<file path="src/rtl/cpu_control_sequencer_if.sv">
// Bus bundle between the control sequencer and the rest of the core.
// It carries the instruction-fetch handshake, the instruction register and
// decoder flags, the ALU launch/complete pair, the register-file write strobe,
// and the PC/state/status observation outputs.
//   master : the sequencer. It drives fetch requests, IR, strobes and status.
//   slave  : memory, decoder and ALU. They drive ack/data, flags and alu_done.
interface cpu_control_sequencer_if #(
    parameter int PC_WIDTH = 8
);
    logic                imem_req;
    logic [PC_WIDTH-1:0] imem_addr;
    logic                imem_ack;
    logic [7:0]          imem_data;
    logic [7:0]          ir;
    logic                dec_alu_enable;
    logic                dec_reg_write;
    logic                dec_branch_enable;
    logic                dec_halt;
    logic                alu_start;
    logic                alu_done;
    logic                reg_we;
    logic [3:0]          reg_addr;
    logic [PC_WIDTH-1:0] pc;
    logic [2:0]          state;
    logic                halted;
    logic                stack_err;

    modport master (
        output imem_req, imem_addr, ir, alu_start, reg_we, reg_addr,
               pc, state, halted, stack_err,
        input  imem_ack, imem_data, dec_alu_enable, dec_reg_write,
               dec_branch_enable, dec_halt, alu_done
    );

    modport slave (
        input  imem_req, imem_addr, ir, alu_start, reg_we, reg_addr,
               pc, state, halted, stack_err,
        output imem_ack, imem_data, dec_alu_enable, dec_reg_write,
               dec_branch_enable, dec_halt, alu_done
    );
endinterface

</file>
<file path="src/rtl/cpu_control_sequencer.sv">
// Multi-cycle control sequencer for the custom processor. It steps through
// fetch, decode, execute/writeback/branch and halt. It owns the PC and a small
// return-address stack for BRANCH (call) and RET.
// Ports:
//   clk  : system clock, rising edge
//   rst  : asynchronous active-high reset
//   step : single-step release, level sampled (only with SINGLE_STEP_EN)
//   bus  : cpu_control_sequencer_if.master. It carries the fetch handshake,
//          IR/decoder flags, ALU start/done, register write strobe, pc,
//          state, halted and stack_err.
// Optional build macro SINGLE_STEP_EN: every return to FETCH goes through
// WAIT_STEP instead. The core then waits for step before fetching the next
// instruction.
module cpu_control_sequencer #(
    parameter int PC_WIDTH  = 8,
    parameter int RET_DEPTH = 4
) (
    input  logic clk,
    input  logic rst,
`ifdef SINGLE_STEP_EN
    input  logic step,
`endif
    cpu_control_sequencer_if.master bus
);
    localparam int SP_WIDTH  = $clog2(RET_DEPTH) + 1;
    localparam int IDX_WIDTH = $clog2(RET_DEPTH);
    localparam logic [SP_WIDTH-1:0] SP_FULL = SP_WIDTH'(RET_DEPTH);

    typedef enum logic [2:0] {
        FETCH  = 3'd0,
        DECODE = 3'd1,
        EXEC   = 3'd2,
        WB     = 3'd3,
        BRANCH = 3'd4,
        HALT   = 3'd5
`ifdef SINGLE_STEP_EN
        , WAIT_STEP = 3'd6
`endif
    } state_t;

    // The state taken after reset and after each instruction completes.
`ifdef SINGLE_STEP_EN
    localparam state_t RESUME = WAIT_STEP;
`else
    localparam state_t RESUME = FETCH;
`endif

    state_t              state_q;
    state_t              state_d;
    logic [PC_WIDTH-1:0] pc_q;
    logic [7:0]          ir_q;
    logic                imem_req_q;
    logic                alu_start_q;
    logic                reg_we_q;
    logic                halted_q;
    logic                stack_err_q;
    logic [SP_WIDTH-1:0] sp_q;
    logic [PC_WIDTH-1:0] ret_stack [RET_DEPTH];

    logic                 fetch_done;
    logic                 is_call;
    logic                 is_ret;
    logic                 stack_full;
    logic                 stack_empty;
    logic [IDX_WIDTH-1:0] push_idx;
    logic [IDX_WIDTH-1:0] pop_idx;

    // An ack only counts while our own request is up.
    assign fetch_done  = (state_q == FETCH) && imem_req_q && bus.imem_ack;
    assign is_call     = (ir_q[7:4] == 4'b1100);
    assign is_ret      = (ir_q[7:4] == 4'b1011);
    assign stack_full  = (sp_q == SP_FULL);
    assign stack_empty = (sp_q == '0);
    // The stack pointer counts entries, so the top entry sits one slot below it.
    assign push_idx    = sp_q[IDX_WIDTH-1:0];
    assign pop_idx     = push_idx - IDX_WIDTH'(1);

    // The state register. An asynchronous reset abandons any fetch or ALU
    // operation that is in flight.
    always_ff @(posedge clk or posedge rst) begin
        if (rst) begin
            state_q <= RESUME;
        end else begin
            state_q <= state_d;
        end
    end

    // Next-state selection. Decoder flags are looked at only in DECODE, in
    // priority order. alu_done is ignored while alu_start is still high.
    always_comb begin
        state_d = state_q;
        case (state_q)
            FETCH: begin
                if (fetch_done) state_d = DECODE;
            end
            DECODE: begin
                if (bus.dec_halt)               state_d = HALT;
                else if (bus.dec_branch_enable) state_d = BRANCH;
                else if (bus.dec_alu_enable)    state_d = EXEC;
                else if (bus.dec_reg_write)     state_d = WB;
                else                            state_d = RESUME;
            end
            EXEC: begin
                if (!alu_start_q && bus.alu_done) state_d = RESUME;
            end
            WB:     state_d = RESUME;
            BRANCH: state_d = RESUME;
            HALT:   state_d = HALT;
`ifdef SINGLE_STEP_EN
            WAIT_STEP: begin
                if (step) state_d = FETCH;
            end
`endif
            default: state_d = RESUME;
        endcase
    end

    // Registered strobes are derived from the state being entered, so each
    // one lines up with its state. This block also holds the PC/IR updates
    // and the return-stack pointer and sticky error bookkeeping.
    always_ff @(posedge clk or posedge rst) begin
        if (rst) begin
            pc_q        <= '0;
            ir_q        <= '0;
            imem_req_q  <= 1'b0;
            alu_start_q <= 1'b0;
            reg_we_q    <= 1'b0;
            halted_q    <= 1'b0;
            stack_err_q <= 1'b0;
            sp_q        <= '0;
        end else begin
            imem_req_q  <= (state_d == FETCH);
            alu_start_q <= (state_d == EXEC) && (state_q != EXEC);
            reg_we_q    <= (state_d == WB);
            halted_q    <= (state_d == HALT);
            if (fetch_done) begin
                ir_q <= bus.imem_data;
                pc_q <= pc_q + PC_WIDTH'(1);
            end
            if (state_q == BRANCH) begin
                if (is_call) begin
                    // A call on a full stack is still taken. Only the push is lost.
                    pc_q <= PC_WIDTH'(ir_q[3:0]);
                    if (stack_full) stack_err_q <= 1'b1;
                    else            sp_q        <= sp_q + SP_WIDTH'(1);
                end else if (is_ret) begin
                    if (stack_empty) begin
                        stack_err_q <= 1'b1;
                    end else begin
                        pc_q <= ret_stack[pop_idx];
                        sp_q <= sp_q - SP_WIDTH'(1);
                    end
                end
            end
        end
    end

    // Return-stack storage. It has no reset, because the pointer alone
    // decides which entries are live.
    always_ff @(posedge clk) begin
        if (state_q == BRANCH && is_call && !stack_full) begin
            ret_stack[push_idx] <= pc_q;
        end
    end

    assign bus.imem_req  = imem_req_q;
    assign bus.imem_addr = pc_q;
    assign bus.ir        = ir_q;
    assign bus.alu_start = alu_start_q;
    assign bus.reg_we    = reg_we_q;
    assign bus.reg_addr  = ir_q[3:0];
    assign bus.pc        = pc_q;
    assign bus.state     = state_q;
    assign bus.halted    = halted_q;
    assign bus.stack_err = stack_err_q;
endmodule

</file>
<file path="src/flat_wrapper.sv">
// flat-port wrapper written by rule: the top's interface ports become plain ports
module cpu_control_sequencer_flat 
#(
    parameter int PC_WIDTH  = 8,
    parameter int RET_DEPTH = 4
)
  (clk, rst, bus_imem_req, bus_imem_addr, bus_ir, bus_alu_start, bus_reg_we, bus_reg_addr, bus_pc, bus_state, bus_halted, bus_stack_err, bus_imem_ack, bus_imem_data, bus_dec_alu_enable, bus_dec_reg_write, bus_dec_branch_enable, bus_dec_halt, bus_alu_done);
  cpu_control_sequencer_if #(.PC_WIDTH(PC_WIDTH)) bus_i ();
  input  logic clk;
  input  logic rst;
  output wire logic [$bits(bus_i.imem_req)-1:0] bus_imem_req;
  output wire logic [$bits(bus_i.imem_addr)-1:0] bus_imem_addr;
  output wire logic [$bits(bus_i.ir)-1:0] bus_ir;
  output wire logic [$bits(bus_i.alu_start)-1:0] bus_alu_start;
  output wire logic [$bits(bus_i.reg_we)-1:0] bus_reg_we;
  output wire logic [$bits(bus_i.reg_addr)-1:0] bus_reg_addr;
  output wire logic [$bits(bus_i.pc)-1:0] bus_pc;
  output wire logic [$bits(bus_i.state)-1:0] bus_state;
  output wire logic [$bits(bus_i.halted)-1:0] bus_halted;
  output wire logic [$bits(bus_i.stack_err)-1:0] bus_stack_err;
  input wire logic [$bits(bus_i.imem_ack)-1:0] bus_imem_ack;
  input wire logic [$bits(bus_i.imem_data)-1:0] bus_imem_data;
  input wire logic [$bits(bus_i.dec_alu_enable)-1:0] bus_dec_alu_enable;
  input wire logic [$bits(bus_i.dec_reg_write)-1:0] bus_dec_reg_write;
  input wire logic [$bits(bus_i.dec_branch_enable)-1:0] bus_dec_branch_enable;
  input wire logic [$bits(bus_i.dec_halt)-1:0] bus_dec_halt;
  input wire logic [$bits(bus_i.alu_done)-1:0] bus_alu_done;
  assign bus_imem_req = bus_i.imem_req;
  assign bus_imem_addr = bus_i.imem_addr;
  assign bus_ir = bus_i.ir;
  assign bus_alu_start = bus_i.alu_start;
  assign bus_reg_we = bus_i.reg_we;
  assign bus_reg_addr = bus_i.reg_addr;
  assign bus_pc = bus_i.pc;
  assign bus_state = bus_i.state;
  assign bus_halted = bus_i.halted;
  assign bus_stack_err = bus_i.stack_err;
  assign bus_i.imem_ack = bus_imem_ack;
  assign bus_i.imem_data = bus_imem_data;
  assign bus_i.dec_alu_enable = bus_dec_alu_enable;
  assign bus_i.dec_reg_write = bus_dec_reg_write;
  assign bus_i.dec_branch_enable = bus_dec_branch_enable;
  assign bus_i.dec_halt = bus_dec_halt;
  assign bus_i.alu_done = bus_alu_done;
  cpu_control_sequencer #(.PC_WIDTH(PC_WIDTH), .RET_DEPTH(RET_DEPTH)) u_core (.clk(clk), .rst(rst), .bus(bus_i));
endmodule
</file>
<file path="config.mk">
export PLATFORM = sky130hd
export DESIGN_NAME = cpu_control_sequencer_flat
export DESIGN_NICKNAME = d
export VERILOG_FILES = /design/src/rtl/cpu_control_sequencer_if.sv /design/src/rtl/cpu_control_sequencer.sv /design/src/flat_wrapper.sv
export SDC_FILE = /design/constraint.sdc
export NUM_CORES = 1
export LEC_CHECK = 0
export CAP_MARGIN = 20
export CORE_ASPECT_RATIO = 0.8
export CORE_MARGIN = 4
export CORE_UTILIZATION = 35
export CTS_CLUSTER_SIZE = 30
export DETAILED_ROUTE_END_ITERATION = 16
export GPL_TIMING_DRIVEN = 0
export PLACE_DENSITY = 0.61
export SETUP_SLACK_MARGIN = 0.15
export SLEW_MARGIN = 20
export SYNTH_ARGS = -nofsm -noshare
export SYNTH_HDL_FRONTEND = slang
export SYNTH_SLANG_ARGS = --single-unit
</file>
<file path="constraint.sdc">
create_clock -name clk -period 4.6 [get_ports clk]
set_input_delay 0.69 -clock clk [delete_from_list [all_inputs] [get_ports clk]]
set_output_delay 0.69 -clock clk [all_outputs]
set_load 0.01 [all_outputs]
</file>
==> summary.txt, run 1 <==
Outcome
  – Outcome: finished, final reports clean

Logic synthesis
  – Synth top area share: 0.356
  – Sequential area share after synthesis: 0.606
  – Synth area leader: edfxtp_1
  – Main synth FF type: edfxtp_1
  – Top cells by area, synth: edfxtp_1 36%, dfrtp_1 25%, mux4_2 6.7%
  – Gate Count Post-Synth: 182
  – FFs w/ async S/R, synth: 0.458
  – Syn avg cell area: 14.8 sq um
  – Synth Net Count: 204
  – Netlist cell types: 44
  – Synthesized flop and latch total: 59
  – Cell Area, Synth: 2700 sq um
  – Synth Warn #: 0
  – Number of enable flip-flop cells after synthesis: 32

Finish
  – Most frequent cells in the layout: 51 x clkdlybuf4s50_1, 32 x edfxtp_1, 27 x dfrtp_1, 12 x buf_4, 10 x mux2_2
  – Fillers: 672
  – Ant. Diodes: 0
  – Layout Utilization: 0.472
  – Design area: 3520 sq um
  – Most common cell after layout, fill and taps aside: clkdlybuf4s50_1
  – Fraction of layout cells with a size suffix above 1: 0.228
  – Fin cells: 355
  – Area occupied by multi-input gates: 931 sq um
  – P&R area growth vs syn: 30.5%
  – Fin nets: 267
  – FF+latch area: 1640 sq um

Power
  – Sw Share: 0.348
  – Combinational share of power: 0.435
  – Clock power share: 0.168
  – Sw Pwr: 789 uW
  – Sequential power share: 0.397
  – Leak: 1.33 nW
  – Pwr Density: 644 nW/um^2
  – VDD IR max: 0.000267 V
  – Power Total: 2.27 mW
  – Internal power: 1.48 mW

Clock tree
  – Htree depth: 3
  – CTS Buf Count: 9
  – Clk sinks: 59
  – TritonCTS clock tree: yes
  – Postcts setup bufs: 0
  – Longest Clk Path Bufs: 2
  – CTS resizes: 0
  – Clock Latency Late Sink: 330 ps
  – Clock root buffer: clkbuf_8
  – Clock slew at reported path FFs: 70 ps
  – Hold buffer count at CTS: 0

STA
  – Slew HR: 0.600
  – Fin crit period: 2470 ps
  – Period Utilization, post-route: 0.536
  – Worst Max-Slew Pin Slew: 600 ps
  – Final hold slack: 499 ps
  – RSZ-0062 raised after global routing: false
  – Worst Slack Setup Final: 2130 ps
  – Achievable clock frequency: 405 MHz
  – Setup tns final: 0 ps
  – Worst clock skew: 9.39 ps
  – Hold Violations, Final: 0
  – # setup viols final: 0
  – Final max-slew violation count: 0

Drt
  – Remaining antenna violation count: 0
  – Number of DRC markers in iteration 0: 102
  – Pre-Repair DR Iteration Count: 4
  – Wirelength, routed: 5800 microns
  – Vias: 1677
  – DRC errors left: 0
  – DR vias/cell: 4.72
  – WL per Instance: 16.3 microns

Placement
  – Placer's final routability congestion estimate: 0.776
  – HPWL Detailed: 4150 microns
  – Port bufs: 51
  – DP Area: 3370 sq um
  – Placed Cells: 339
  – Setup Slack @ Placement: 2080 ps

GRT
  – First-pass GRT wire length: 9530 microns
  – Initial antenna violation count: 0
  – GR Util All Layers: 0.139
  – Total grt overflow: 0
  – Largest net degree at the start of global routing: 16
  – Number of global-route vias before repair: 1748

Setup path
  – Crit-path cells: buf_2 -> inv_1 -> ha_1 -> clkbuf_1 -> mux4_2 -> o22ai_1 -> a22oi_1
  – CP max stage delay: 460 ps
  – Crit path arrival time: 2650 ps
  – Max Fanout on Critical Path: 9
  – CP Class: flop to flop
  – Worst Path Required: 4790 ps
  – CP endpoint kind: flop
  – Startpoint types: flop
  – CP max-delay cell: clkbuf_1

Flow run
  – Max Cap Viol: 0

Floorplan
  – Full die area: 9200 sq um
  – Initial core utilization: 0.362
  – Core ar.: 7460 sq um
  – Die Width: 106 microns
  – Row count: 28
  – IO Pins: 52
  – Die Y: 86.6 microns

Min path
  – Class of the worst hold path: flop to flop
-- state kept, by name, indices dropped and copies added (netlist names) --
signal	cells
u_core.sp_q	3
u_core.bus.halted	1
u_core.bus.stack_err	1
u_core.bus.imem_req	1
u_core.bus.alu_start	1
u_core.ret_stack	32
u_core.bus.reg_we	1
u_core.bus.state	3
u_core.bus.imem_addr	8
u_core.bus.ir	8
-- cell type report --
cell class / instances / area share
flip-flops and latches: 59 / 0.464
multi-input cells: 100 / 0.264
repair buffers: 52 / 0.153
clock buffers: 12 / 0.0383
well taps: 105 / 0.0373
plain buffers: 15 / 0.0295
inverters: 8 / 0.00852
clock inverters: 4 / 0.00532
-- synth_stat cells (2+ instances only) --
library cell	count
a22o_1	2
a22oi_1	3
and2_1	7
and3_1	4
buf_2	2
buf_4	12
dfrtp_1	27
edfxtp_1	32
ha_1	5
inv_1	7
mux2_2	10
mux4_2	8
nand2_1	5
nand2b_1	2
nand3_1	7
nor2_1	3
nor3_1	5
o22ai_1	7
xnor2_1	5
xor2_1	5
-- power by group through the flow --
stage          logic (mW)  clock network (mW)  registers [mW]
2_1_floorplan       0.546                   0           0.899
3_3_place_gp        0.978                   0           0.908
3_5_place_dp        0.997                   0           0.913
4_1_cts              1.00               0.395           0.906
5_1_grt              1.07               0.422           0.935
6_report            0.987               0.382           0.901
-- cell families after synthesis --
kind of cell | Yosys count | synth area share
multiplexers | 18 | 0.108
XOR/XNOR | 10 | 0.0324
adder cells (fa/ha/maj) | 6 | 0.0306
AND/OR/NAND/NOR | 47 | 0.121
buffers and inverters | 23 | 0.0496
flip-flops | 59 | 0.606
AO/OA/AOI/OAI | 19 | 0.0519
-- layer usage --
layer,track usage,share of wire
met1,0.197,0.49
met2,0.196,0.45
met3,0.0596,0.051
met4,0.0388,0.010
met5,0,0
-- worst max-delay path: cells and delay by family, from the launching register on --
family	cells	cell delay, ps
buf+inv	3	940
mux	1	420
compound gates	2	220
flops	1	430
fa+ha+maj	1	300
-- path summary, 6_finish.rpt --
kind | from | endpoint | slack, ps | cells past startpoint
worst min-delay path | u_core.bus.stack_err | u_core.bus.stack_err | 500 | 1
worst min register to register | u_core.bus.stack_err | u_core.bus.stack_err | 500 | 1
max in group asynchronous | rst | u_core.bus.imem_addr[1] | 3400 | 3
worst max-delay path | u_core.sp_q[0] | u_core.bus.imem_addr[0] | 2130 | 7
worst max register to register | u_core.sp_q[0] | u_core.bus.imem_addr[0] | 2130 | 7
min in group asynchronous | rst | u_core.sp_q[2] | 710 | 2
(Power assumes the default switching activity.)
==> run 2, diff against run 1 <==
Clock period 4.6 ns to 2.35 ns, I/O delays scaled along.
==> run 2 against run 1 <==
Largest power group unchanged. Non-clock buffer count is the same. Critical path type unchanged. Hold slack worse by 120 ps. Highest routed layer unchanged. Clock skew about the same. Clock power grew 96%. Global-route usage barely moved. First-iteration DRC count increased by 2.0%. Flip-flop and latch count unchanged. Wire length up 0.62%.
==> summary.txt, run 2 (synthesized netlist as in run 1, its figures left out) <==
Outcome
  – Outcome: finished, final reports clean

Placement
  – Placed Cells: 339 (unchanged)
  – Placer's final routability congestion estimate: 0.776 (unchanged)
  – HPWL Detailed: 4150 microns (unchanged)
  – Port bufs: 51 (unchanged)

Floorplan
  – Row count: 28 (unchanged)
  – IO Pins: 52 (unchanged)
  – Initial core utilization: 0.362 (unchanged)
  – Core ar.: 7460 sq um (unchanged)
  – Die Width: 106 microns (unchanged)
  – Die Y: 86.6 microns (unchanged)
  – Full die area: 9200 sq um (unchanged)

STA
  – # setup viols final: 0 (unchanged)
  – Fin crit period: 2050 ps (-419 ps)
  – RSZ-0062 raised after global routing: false
  – Final max-slew violation count: 0 (unchanged)
  – Period Utilization, post-route: 0.871 (+0.335)
  – Achievable clock frequency: 489 MHz (+20%)
  – Worst clock skew: 9.51 ps (+0.115 ps)
  – Slew HR: 0.616 (+0.0161)
  – Final hold slack: 376 ps (-123 ps)
  – Hold Violations, Final: 0 (unchanged)
  – Worst Max-Slew Pin Slew: 575 ps (-24.8 ps)

Drt
  – DRC errors left: 0 (unchanged)
  – Wirelength, routed: 5840 microns (+0.62%)
  – Pre-Repair DR Iteration Count: 4 (unchanged)
  – Number of DRC markers in iteration 0: 104 (+2.0%)
  – Vias: 1673 (-0.24%)
  – Remaining antenna violation count: 0 (unchanged)
  – WL per Instance: 16.4 microns (+0.62%)
  – DR vias/cell: 4.71 (-0.24%)

Finish
  – Reg with most FFs: u_core.ret_stack
  – Ant. Diodes: 0 (unchanged)
  – Most common cell after layout, fill and taps aside: clkdlybuf4s50_1
  – P&R area growth vs syn: 30.9%
  – Fin cells: 355 (unchanged)
  – Fin nets: 267 (unchanged)
  – Fillers: 669 (-0.45%)
  – Fraction of layout cells with a size suffix above 1: 0.248 (+0.0200)
  – Max FFs per register: 32 (unchanged)
  – Most frequent cells in the layout: 51 x clkdlybuf4s50_1, 32 x edfxtp_1, 27 x dfrtp_1, 12 x buf_4, 10 x mux2_2
  – Layout Utilization: 0.474 (+0.00168)

Clock tree
  – Longest Clk Path Bufs: 2 (unchanged)
  – TritonCTS clock tree: yes
  – Clock Latency Late Sink: 330 ps (about the same)
  – Clock root buffer: clkbuf_8
  – Clock slew at reported path FFs: 60 ps (about the same)
  – Clk sinks: 59 (unchanged)
  – Hold buffer count at CTS: 0 (unchanged)
  – Htree depth: 3 (unchanged)
  – CTS Buf Count: 9 (unchanged)

GRT
  – Total grt overflow: 0 (unchanged)
  – Largest net degree at the start of global routing: 16 (unchanged)
  – First-pass GRT wire length: 9550 microns (+0.22%)
  – Initial antenna violation count: 0 (unchanged)
  – GR Util All Layers: 0.140 (+0.000486)
  – Number of global-route vias before repair: 1751 (+0.17%)

Power
  – VDD IR max: 0.000524 V (+96%)
  – Sw Pwr: 1.55 mW (+96%)
  – Internal power: 2.91 mW (+97%)
  – Clock power share: 0.167 (about the same)
  – Leak: 1.34 nW (+0.58%)
  – Sw Share: 0.347 (-0.000541)
  – Power Total: 4.46 mW (+96%)
  – Pwr Density: 1260 nW/um^2 (+96%)
  – Sequential power share: 0.396 (about the same)
  – Combinational share of power: 0.436 (about the same)

Setup path
  – CP Class: flop to flop
  – CP endpoint kind: flop
  – Worst Path Required: 2540 ps (-2250 ps)
  – Startpoint types: flop
  – Crit path arrival time: 2240 ps (-410 ps)
  – Reg-to-reg startpoint: u_core.sp_q[0]
  – Max Fanout on Critical Path: 9 (unchanged)
  – Critical path origin: u_core.sp_q[0]
  – Worst reg2reg path depth: 7 (unchanged)

Flow run
  – Max Cap Viol: 0 (unchanged)

Min path
  – Class of the worst hold path: input port to async pin
[run 2: cell counts in the layout (fill, tap and decap cells not counted)]
No cell type changed its count.
[run 2: power by group through the flow]
stage	registers, mW	logic (mW)	clock network, mW
global route	1.83	2.11	0.826
floorplan	1.76	1.07	0
global placement	1.78	1.91	0
finish	1.77	1.95	0.747
detailed placement	1.79	1.95	0
CTS	1.77	1.97	0.773
[run 2: routing by layer]
metal	wire length, microns	part of all wire	track usage	vias to the layer above
li1	-	-	-	802
met1	2820	0.48	0.197	824
met2	2640	0.45	0.198	42
met3	308	0.053	0.0596	5
met4	61	0.010	0.0388	0
met5	0	0	0	-
[run 2: metrics by stage]
stage | setup slack, ps | area (sq um) | TNS (ps)
6_report | 303 | 3540 | 0
4_1_cts | 201 | 3530 | 0
5_1_grt | 168 | 3540 | 0
3_5_place_dp | -172 | 3370 | -1430
2_1_floorplan | 338 | 2700 | 0
3_3_place_gp | -125 | 3340 | -783
[run 2: final cells by class]
type | instances | area (sq um) | area share
sequential | 59 | 1640 | 0.463
multi-input combinational | 100 | 936 | 0.265
timing repair buffer | 52 | 538 | 0.152
clock buffer | 12 | 135 | 0.0382
tap | 105 | 131 | 0.0371
buffer | 15 | 111 | 0.0315
inverter | 8 | 30.0 | 0.00849
clock inverter | 4 | 18.8 | 0.00531
[run 2: final timing paths]
check,slack [ps],end
setup / recovery,300,u_core.bus.imem_addr[0]
hold / removal,380,u_core.bus.ir[2]
setup reg to reg,300,u_core.bus.imem_addr[0]
hold reg to reg,500,u_core.bus.stack_err
max in group asynchronous,1490,u_core.bus.imem_addr[1]
min in group clk,500,u_core.bus.stack_err
[run 2: critical path, stage by stage, from the launching register on]
cell,delay (ps)
dfrtp_1,450
buf_6,210
inv_1,100
ha_1,280
clkbuf_2,270
mux4_2,370
o22ai_1,120
a22oi_1,100
[run 2: timing repair]
item	in CTS	in global routing
buffers inserted	0	0
pin swaps	0	0
endpoints found under the setup margin	40	14
resized for setup	6	1
